### src/rtl/gm_curve_mc.sv
// -----------------------------------------------------------------------------
// gm_curve_mc -- multi-channel piecewise-linear gamma / tone-curve engine.
//
// Every channel owns a knot table of NSEG+1 entries (NSEG = 2^SEG_BITS uniform
// segments over the input range). Host writes land in a shadow copy; a
// requested shadow->active copy is performed for all channels at once on the
// next frame-start pulse. The curve enable is also sampled at frame start, so
// both stay constant for the whole frame.
//
// Optional build macro: GM_CURVE_BLEND_EN
//   Defined   : adds gm_str[4:0] (0..16, values above 16 act as 16), sampled
//               at frame start; an extra stage blends the curve output with
//               the bypass value. Latency is 4 cycles.
//   Undefined : no gm_str port, latency is 3 cycles.
//
// Ports:
//   pclk, prst     pixel clock, synchronous active-high reset
//   px_i/px_vld_i  packed input pixels (channel c at [c*DATI_SZ +: DATI_SZ])
//   frm_str        one-cycle frame-start pulse
//   gm_en          curve enable (0 = bypass), sampled at frm_str
//   gm_str         blend strength (GM_CURVE_BLEND_EN builds only)
//   tbl_we/tbl_ch/tbl_addr/tbl_wdat   shadow knot write
//   tbl_upd        request shadow->active copy at the next frm_str
//   tbl_upd_pend   copy request pending
//   px_o/px_vld_o  packed output pixels and valid
//
// Stream handshake: valid-only. px_vld_i qualifies px_i for exactly one
// cycle; there is no ready and the pipeline never stalls. px_vld_o marks px_o
// valid for exactly one cycle, a fixed number of cycles later; bubbles pass
// through and px_o holds its last value while px_vld_o is low.
// -----------------------------------------------------------------------------
module gm_curve_mc #(
    parameter int  CH_NUM   = 3,
    parameter int  DATI_SZ  = 10,
    parameter int  DATO_SZ  = 10,
    parameter int  SEG_BITS = 4,
    localparam int CHW      = (CH_NUM > 1) ? $clog2(CH_NUM) : 1
) (
    input  logic                      pclk,
    input  logic                      prst,
    input  logic [CH_NUM*DATI_SZ-1:0] px_i,
    input  logic                      px_vld_i,
    input  logic                      frm_str,
    input  logic                      gm_en,
`ifdef GM_CURVE_BLEND_EN
    input  logic [4:0]                gm_str,
`endif
    input  logic                      tbl_we,
    input  logic [CHW-1:0]            tbl_ch,
    input  logic [SEG_BITS:0]         tbl_addr,
    input  logic [DATO_SZ-1:0]        tbl_wdat,
    input  logic                      tbl_upd,
    output logic                      tbl_upd_pend,
    output logic [CH_NUM*DATO_SZ-1:0] px_o,
    output logic                      px_vld_o
);

    localparam int NSEG = 1 << SEG_BITS;
    localparam int DXW  = DATI_SZ - SEG_BITS;   // bits of offset inside a segment
    localparam int DYW  = DATO_SZ + 1;          // signed knot delta
    localparam int PW   = DATO_SZ + DXW + 2;    // signed product with headroom
    localparam logic [SEG_BITS:0]    ADDR_MAX = (SEG_BITS+1)'(NSEG);
    localparam logic [CHW:0]         CH_LIM   = (CHW+1)'(CH_NUM);
    localparam logic signed [PW-1:0] RND      = PW'(1 << (DXW - 1));
`ifdef GM_CURVE_BLEND_EN
    localparam int BW = DATO_SZ + 6;
`endif

    // Identity knot: y[k] = min((k << DATO_SZ) >> SEG_BITS, 2^DATO_SZ - 1).
    function automatic logic [DATO_SZ-1:0] ident_knot(input int k);
        longint v;
        v = (longint'(k) << DATO_SZ) >> SEG_BITS;
        if (v > longint'((1 << DATO_SZ) - 1))
            v = longint'((1 << DATO_SZ) - 1);
        return v[DATO_SZ-1:0];
    endfunction

    // ------------------------------------------------------------------ tables
    logic [DATO_SZ-1:0] r_shadow [CH_NUM][NSEG+1];
    logic [DATO_SZ-1:0] r_act    [CH_NUM][NSEG+1];
    logic               r_upd_pend;
    logic               r_gm_en_act;
`ifdef GM_CURVE_BLEND_EN
    logic [4:0]         r_str_act;
`endif
    logic               w_swap;
    logic               w_wr_ok;

    // A request arriving together with frame start swaps on that same edge.
    assign w_swap  = frm_str & (r_upd_pend | tbl_upd);
    assign w_wr_ok = tbl_we && (tbl_addr <= ADDR_MAX) && ({1'b0, tbl_ch} < CH_LIM);

    always_ff @(posedge pclk) begin
        if (prst) begin
            for (int c = 0; c < CH_NUM; c++) begin
                for (int k = 0; k <= NSEG; k++) begin
                    r_shadow[c][k] <= ident_knot(k);
                    r_act[c][k]    <= ident_knot(k);
                end
            end
            r_upd_pend  <= 1'b0;
            r_gm_en_act <= 1'b0;
`ifdef GM_CURVE_BLEND_EN
            r_str_act   <= 5'd0;
`endif
        end else begin
            // Non-blocking copy: a write on the swap edge reaches shadow only,
            // active receives the pre-write shadow contents.
            if (w_swap)
                r_act <= r_shadow;
            if (w_wr_ok)
                r_shadow[tbl_ch][tbl_addr] <= tbl_wdat;
            if (w_swap)
                r_upd_pend <= 1'b0;
            else if (tbl_upd)
                r_upd_pend <= 1'b1;
            if (frm_str) begin
                r_gm_en_act <= gm_en;
`ifdef GM_CURVE_BLEND_EN
                r_str_act   <= (gm_str > 5'd16) ? 5'd16 : gm_str;
`endif
            end
        end
    end

    assign tbl_upd_pend = r_upd_pend;

    // ---------------------------------------------------------------- pipeline
    logic                      r_s1_vld, r_s2_vld, r_out_vld;
    logic                      r_s1_en, r_s2_en;
    logic [DATO_SZ-1:0]        r_s1_y0   [CH_NUM];
    logic signed [DYW-1:0]     r_s1_dy   [CH_NUM];
    logic [DXW-1:0]            r_s1_dx   [CH_NUM];
    logic [DATO_SZ-1:0]        r_s1_lin  [CH_NUM];
    logic [DATO_SZ-1:0]        r_s2_y0   [CH_NUM];
    logic signed [PW-1:0]      r_s2_prod [CH_NUM];
    logic [DATO_SZ-1:0]        r_s2_lin  [CH_NUM];
    logic [DATO_SZ-1:0]        r_out     [CH_NUM];
`ifdef GM_CURVE_BLEND_EN
    logic                      r_s3_vld, r_s3_en;
    logic [4:0]                r_s1_str, r_s2_str, r_s3_str;
    logic [DATO_SZ-1:0]        r_s3_crv  [CH_NUM];
    logic [DATO_SZ-1:0]        r_s3_lin  [CH_NUM];
    logic [DATO_SZ-1:0]        w_bl      [CH_NUM];
`endif

    logic [DATO_SZ-1:0]        w_y0   [CH_NUM];
    logic signed [DYW-1:0]     w_dy   [CH_NUM];
    logic [DXW-1:0]            w_dx   [CH_NUM];
    logic [DATO_SZ-1:0]        w_lin  [CH_NUM];
    logic signed [PW-1:0]      w_prod [CH_NUM];
    logic [DATO_SZ-1:0]        w_crv  [CH_NUM];

    for (genvar c = 0; c < CH_NUM; c++) begin : g_ch
        logic [DATI_SZ-1:0]   w_x;
        logic [SEG_BITS:0]    w_k0;
        logic [SEG_BITS:0]    w_k1;
        logic [DATO_SZ-1:0]   w_y1;
        logic signed [PW-1:0] w_dx_s;
        logic signed [PW-1:0] w_dy_s;
        logic signed [PW-1:0] w_sh;
        logic signed [PW-1:0] w_sum;
        logic                 w_unused_hi;

        // S1 inputs: segment index, offset, the two bounding knots.
        assign w_x     = px_i[c*DATI_SZ +: DATI_SZ];
        assign w_k0    = {1'b0, w_x[DATI_SZ-1 -: SEG_BITS]};
        assign w_k1    = w_k0 + (SEG_BITS+1)'(1);
        assign w_dx[c] = w_x[DXW-1:0];
        assign w_y0[c] = r_act[c][w_k0];
        assign w_y1    = r_act[c][w_k1];
        assign w_dy[c] = $signed({1'b0, w_y1}) - $signed({1'b0, w_y0[c]});

        if (DATI_SZ >= DATO_SZ) begin : g_msb
            assign w_lin[c] = w_x[DATI_SZ-1 -: DATO_SZ];
        end else begin : g_shl
            assign w_lin[c] = {w_x, {(DATO_SZ-DATI_SZ){1'b0}}};
        end

        // S2: offset times signed delta, plus half a segment for rounding.
        assign w_dx_s    = $signed({{(PW-DXW){1'b0}}, r_s1_dx[c]});
        assign w_dy_s    = $signed({{(PW-DYW){r_s1_dy[c][DYW-1]}}, r_s1_dy[c]});
        assign w_prod[c] = w_dx_s * w_dy_s + RND;

        // S3: arithmetic shift floors toward -inf; the result always lies
        // between the two knots, so dropping the upper bits is lossless.
        assign w_sh        = r_s2_prod[c] >>> DXW;
        assign w_sum       = $signed({{(PW-DATO_SZ){1'b0}}, r_s2_y0[c]}) + w_sh;
        assign w_crv[c]    = w_sum[DATO_SZ-1:0];
        assign w_unused_hi = ^w_sum[PW-1:DATO_SZ];

`ifdef GM_CURVE_BLEND_EN
        logic [BW-1:0] w_mix;
        logic          w_unused_mix;
        assign w_mix = BW'(r_s3_crv[c]) * BW'(r_s3_str)
                     + BW'(r_s3_lin[c]) * BW'(5'd16 - r_s3_str) + BW'(8);
        assign w_bl[c]      = w_mix[DATO_SZ+3:4];
        assign w_unused_mix = ^{w_mix[BW-1:DATO_SZ+4], w_mix[3:0]};
`endif
    end

    always_ff @(posedge pclk) begin
        if (prst) begin
            r_s1_vld  <= 1'b0;
            r_s2_vld  <= 1'b0;
            r_out_vld <= 1'b0;
            r_s1_en   <= 1'b0;
            r_s2_en   <= 1'b0;
            for (int c = 0; c < CH_NUM; c++) begin
                r_s1_y0[c]   <= '0;
                r_s1_dy[c]   <= '0;
                r_s1_dx[c]   <= '0;
                r_s1_lin[c]  <= '0;
                r_s2_y0[c]   <= '0;
                r_s2_prod[c] <= '0;
                r_s2_lin[c]  <= '0;
                r_out[c]     <= '0;
`ifdef GM_CURVE_BLEND_EN
                r_s3_crv[c]  <= '0;
                r_s3_lin[c]  <= '0;
`endif
            end
`ifdef GM_CURVE_BLEND_EN
            r_s3_vld <= 1'b0;
            r_s3_en  <= 1'b0;
            r_s1_str <= 5'd0;
            r_s2_str <= 5'd0;
            r_s3_str <= 5'd0;
`endif
        end else begin
            r_s1_vld <= px_vld_i;
            r_s2_vld <= r_s1_vld;
            // Settings travel with the pixel, so a pixel coincident with
            // frm_str still sees the previous frame's table and enable.
            if (px_vld_i) begin
                r_s1_en <= r_gm_en_act;
`ifdef GM_CURVE_BLEND_EN
                r_s1_str <= r_str_act;
`endif
                for (int c = 0; c < CH_NUM; c++) begin
                    r_s1_y0[c]  <= w_y0[c];
                    r_s1_dy[c]  <= w_dy[c];
                    r_s1_dx[c]  <= w_dx[c];
                    r_s1_lin[c] <= w_lin[c];
                end
            end
            if (r_s1_vld) begin
                r_s2_en <= r_s1_en;
`ifdef GM_CURVE_BLEND_EN
                r_s2_str <= r_s1_str;
`endif
                for (int c = 0; c < CH_NUM; c++) begin
                    r_s2_y0[c]   <= r_s1_y0[c];
                    r_s2_prod[c] <= w_prod[c];
                    r_s2_lin[c]  <= r_s1_lin[c];
                end
            end
`ifdef GM_CURVE_BLEND_EN
            r_s3_vld  <= r_s2_vld;
            r_out_vld <= r_s3_vld;
            if (r_s2_vld) begin
                r_s3_en  <= r_s2_en;
                r_s3_str <= r_s2_str;
                for (int c = 0; c < CH_NUM; c++) begin
                    r_s3_crv[c] <= w_crv[c];
                    r_s3_lin[c] <= r_s2_lin[c];
                end
            end
            if (r_s3_vld) begin
                for (int c = 0; c < CH_NUM; c++)
                    r_out[c] <= r_s3_en ? w_bl[c] : r_s3_lin[c];
            end
`else
            r_out_vld <= r_s2_vld;
            if (r_s2_vld) begin
                for (int c = 0; c < CH_NUM; c++)
                    r_out[c] <= r_s2_en ? w_crv[c] : r_s2_lin[c];
            end
`endif
        end
    end

    always_comb begin
        px_o = '0;
        for (int c = 0; c < CH_NUM; c++)
            px_o[c*DATO_SZ +: DATO_SZ] = r_out[c];
    end

    assign px_vld_o = r_out_vld;

endmodule

### config.mk
export PLATFORM = sky130hd
export DESIGN_NAME = gm_curve_mc
export DESIGN_NICKNAME = d
export VERILOG_FILES = /design/src/rtl/gm_curve_mc.sv
export SDC_FILE = /design/constraint.sdc
export NUM_CORES = 2
export LEC_CHECK = 0
export CORE_MARGIN = 2
export CORE_UTILIZATION = 60
export CTS_BUF_LIST = sky130_fd_sc_hd__clkbuf_8
export DETAILED_ROUTE_END_ITERATION = 8
export PLACE_DENSITY = 0.77
export SETUP_SLACK_MARGIN = 0.05
export SLEW_MARGIN = 0
export SYNTH_ARGS = -nofsm -noshare
export SYNTH_HDL_FRONTEND = slang
export SYNTH_SLANG_ARGS = --single-unit
### constraint.sdc
create_clock -name pclk -period 5.17 [get_ports pclk]
set_input_delay 1.034 -clock pclk [delete_from_list [all_inputs] [get_ports pclk]]
set_output_delay 1.034 -clock pclk [all_outputs]
set_load 0.1 [all_outputs]
======== Word-level counts from Yosys, hierarchy flattened ========
Memory sizes are Yosys's and may differ from the RTL's.
Index checks and enable logic that the tools add are counted.
word-level totals
  flip-flop bits (word level) ............. 1,027
  memory bits (writable) .................. 255
  bits of input ports ..................... 54
  output and inout bits ................... 32
  word-level logic and storage cells ...... 244
  memories kept ........................... 8
operators by class
  $add $sub $neg .......................... 12
  $mul .................................... 3
  magnitude comparators ................... 12
  mux-type cells .......................... 61
  bitwise gates (word level) .............. 34
  reductions and logical operators ........ 5
memories
  name         depth  width  rd ports  clocked after Yosys merged registers in  wr ports  line  source
  r_s2_prod    3      18     3         0                                        3         136   logic signed [PW-1:0] r_s2_prod [CH_NUM];
  r_s1_dy      3      11     3         0                                        3         132   logic signed [DYW-1:0] r_s1_dy [CH_NUM];
  r_out        3      10     3         0                                        3         138   logic [DATO_SZ-1:0] r_out [CH_NUM];
  r_s1_lin     3      10     3         0                                        3         134   logic [DATO_SZ-1:0] r_s1_lin [CH_NUM];
  r_s1_y0      3      10     3         0                                        3         131   logic [DATO_SZ-1:0] r_s1_y0 [CH_NUM];
  r_s2_lin     3      10     3         0                                        3         137   logic [DATO_SZ-1:0] r_s2_lin [CH_NUM];
  +2 memories  --     --     --        --                                       --        --
operators with widths
  cell                   number
  $bwmux 510             1
  $demux 170 s2          1
  $mux 10                31
  $bmux 10 s5            6
  $mux 170               1
  $add 18x7->18 const B  3
  $mul 7x11->18          3
  $mux 18                3
  $demux 10 s5           1
  $ge 6x6->1 const B     7
  $mux 11                3
  $sub 10x10->11         3
  $add 10x10->10         3
  $or 1x1->1             25
  $not 5->6              4
  $mux 6                 3
  $not 4->6              3
  $add 4x1->5 const B    3
  $mux 1                 11
  $lt 6x1->1 const B     1
  $le 5x5->1 const B     1
  $logic_and 1x1->1      4
  $ge 3x3->1 const B     1
  $lt 3x1->1 const B     1
  other kinds (4)        4

======== Logic depth before layout (Yosys ltp) ========
  depth after elaboration ................. 8
  depth in mapped cells ................... 17

======== Least setup slack after synthesis ========
No wires, ideal clock.
  path type ............................... reg-to-reg
  start ................................... memory r_s1_lin[2][1], in the netlist r_s1_lin[0][21]
  end ..................................... memory r_s2_prod[0][51] (netlist bit), data pin
  arrival ................................. 4,384 ps
  required time ........................... 5,023 ps
  setup slack ............................. 639 ps
  stages on the path, launching flop included .. 16
  period minus slack after synthesis ...... 4,531 ps
  path through ............................ edfxtp_1 -> clkbuf_1 -> and2_1 -> fa_1 -> fa_1 -> fa_1 -> inv_1 -> fa_1 -> inv_1 -> ha_1 -> and2_1 -> and4_1 -> a221oi_2 -> a21oi_1 -> or3_1 -> a21oi_1
RTL lines
  what                line
  start: declaration  134
  end: declaration    136

==> metrics.csv <==
metric,value,unit
synth_cells,6411,
drive_above_1_share,10.9,%
relSlewSlack,15.4,%
grt_pass1_wl,247000,um
multi_input_area,31400,um^2
cts_buffer_depth,3,
cts.clk_slew.worst_paths,0.07,ns
min_period_over_period,93.5,%
swShare,27.9,%
cp_top_family,adder cells,
fin_skew,0.0470,ns
cts_tree,built,
cts_buffers,194,
rows,117,
yosysUniqueCellTypes,57,
cts_max_level,4,
hold_buffers,0,
drc,0,
status,"finished, final reports clean",
fill_cells,7938,
whs,0.427,ns
area_growth,8.93,%
power_frac_clock,37.6,%
syn_area,61200,um^2
setup_tns,0,ns
dieHeight,323,um
yosys_register_bits,1240,
placed_cells_incl_taps,7515,
vias,46400,
dpl_cell_area,62900,um^2
worst_setup_path_end_kind,flop,
cp_max_fo,12,
grt-ovfl-total,0,
drtPass1Iterations,5,
cts-root-buf,clkbuf_8,
layout_commonest_cell,nand2_1,
setup_slack,0.333,ns
routed_via_density,5.90,
p_int,15.4,mW
p_sw,5.93,mW
hpwl,105000,um
cp.required,5.88,ns
drt_iter0_drc,4880,
synth_edf_count,213,
pwr-share-comb,14.3,%
ys.warnings.count,0,
start_kind,flop,
die_w,323,um
synth_nets,6771,
hp-class,flop to flop,
initial_core_util,60.3,%
register_area,27000,um^2
pin_count,86,
crit_buf_inv,2,
final_cell_mix,"nand2_1 (1579), dfxtp_1 (1026), a21oi_1 (583)",
clock_latency,0.91,ns
setup_viol,0,
leakage,25.1,nW
p_seq_share,48.0,%
grt_max_degree,256,
fin_crit,4.84,ns
clock.fmax,207,MHz
grt_pass1_vias,44200,
wirelength,159000,um
yosysTopAreaCellShare,33.6,%
ys_dominant_reg_cell,dfxtp_1,
antenna_found_initial,3,
fin_nets,6703,
syn_avg_cell_area,9.54,um^2
gp_congestion,0.929,
vdd_drop_max,0.317,mV
p_per_area,319,nW/um^2
cts_setup_buffers,0,
worstPathArrival,5.55,ns
path_class,flop to flop,
max_stage_delay,0.54,ns
drtAntennaViolNets,0,
maxCapViolations,0,
slew_viol_final,0,
grt_usage,30.2,%
rsz0062_at_grt,false,
synthTopCellsByArea,"dfxtp_1 (34%), edfxtp_1 (10%), mux4_2 (9.9%), nand2_1 (9.7%), a21oi_1 (4.8%)",
port_buffers,85,
synth_top_area_cell,dfxtp_1,
die-area,105000,um^2
tightestPinTransition,1.27,ns
ctsResizeCount,0,
place_worst_setup_slack,0.328,ns
clkSinkCount,1240,
wl_per_cell,20.2,um
core,101000,um^2
critical_path.cell_chain,"and2_1, fa_1, fa_1, fa_1, inv_1, fa_1, inv_1, ha_1, a21oi_1, o21ai_0, a221oi_2, a21oi_1, or3_1, a21oi_1",
async_flop_share,0,%
cp_common_cell,fa_1,
instances_no_fill,7860,
final_util,65.7,%
hold_violations,0,
finalPower,21.3,mW
finalInstanceArea,66600,um^2
slowest_stage,edfxtp_1,
synth_seq_area_share,44.1,%
==> logic make-up (layout without fill, tap and decap cells) <==
kind of cell	after synthesis	in the layout	synth area share, %
AO/OA/AOI/OAI	867	867	8.23
XOR/XNOR	88	88	1.26
adder cells (fa/ha/maj)	306	306	7.88
buffers and inverters	730	810	4.71
flip-flops	1240	1240	44.1
multiplexers	544	544	14.4
other	0	1	0
AND/OR/NAND/NOR	2636	2636	19.4
==> path summary, 6_finish.rpt <==
| kind | start | end | slack, ns | cells past startpoint |
|---|---|---|---|---|
| hold reg to reg | r_shadow[465] | r_act[465] | 0.43 | 2 |
| setup / recovery | r_s1_lin[0][21] | r_s2_prod[0][51] | 0.33 | 14 |
| hold / removal | r_shadow[465] | r_act[465] | 0.43 | 2 |
| setup reg to reg | r_s1_lin[0][21] | r_s2_prod[0][51] | 0.33 | 14 |
==> sequential cells by signal, indices dropped and copies added, names as in the netlist <==
signal / count
r_act: 510
r_shadow: 510
r_s1_dy: 33
r_out: 30
r_s1_lin: 30
r_s1_y0: 30
r_s2_lin: 30
r_s2_prod: 30
r_s2_y0: 30
px_vld_o: 1
r_gm_en_act: 1
r_s1_en: 1
r_s1_vld: 1
r_s2_en: 1
r_s2_vld: 1
tbl_upd_pend: 1
==> worst register-to-register path, delay by kind of cell (launching register included) <==
kind	cells	cell delay, ns
compound gates	5	1.13
fa+ha+maj	5	2.31
buf+inv	2	0.09
flops	1	0.54
simple gates	2	0.59
==> cells in the mapped netlist, drive strengths merged (6+ instances only) <==
master,count
nand4,10
o41ai,7
nand2b,21
o21bai,13
a211oi,12
mux2i,274
clkbuf,361
mux4,270
a32o,24
nand2,1579
nand3,42
a32oi,6
xor2,26
o21a,15
dfxtp,1027
buf,111
o21ai,87
a211o,80
edfxtp,213
a21oi,583
a21o,18
xnor2,62
ha,174
nand3b,197
inv,258
and2,230
or2,7
nor2,390
fa,132
nor2b,98
nor3,36
or3,9
==> area by class of cell <==
cell class                      instances  area share [%]
Multi-Input combinational cell       4441            47.1
Sequential cell                      1240            40.5
Clock buffer                          231            4.77
Timing Repair Buffer                  208            2.79
Tap cell                             1368            2.57
Inverter                              258            1.45
Clock inverter                        113           0.886
Antenna cell                            1         0.00376
==> power groups by stage <==
stage                     logic, mW  registers (mW)  clock network (mW)
after CTS                      3.03            10.2                8.11
after global placement         2.94            10.4                   0
after floorplan                2.20            10.4                   0
final                          3.05            10.2                8.01
after global routing           3.37            10.2                8.55
after detailed placement       3.02            10.4                   0
==> routing by layer <==
layer  wire (um)  global-route usage (%)  up-vias
li1            -                       -    21500
met1       68800                    42.2    22700
met2       73000                    47.1     1870
met3       12200                    5.20      318
met4        5180                    11.3        4
met5          23                       0        -
No activity file was read; power rests on OpenSTA's default activity.
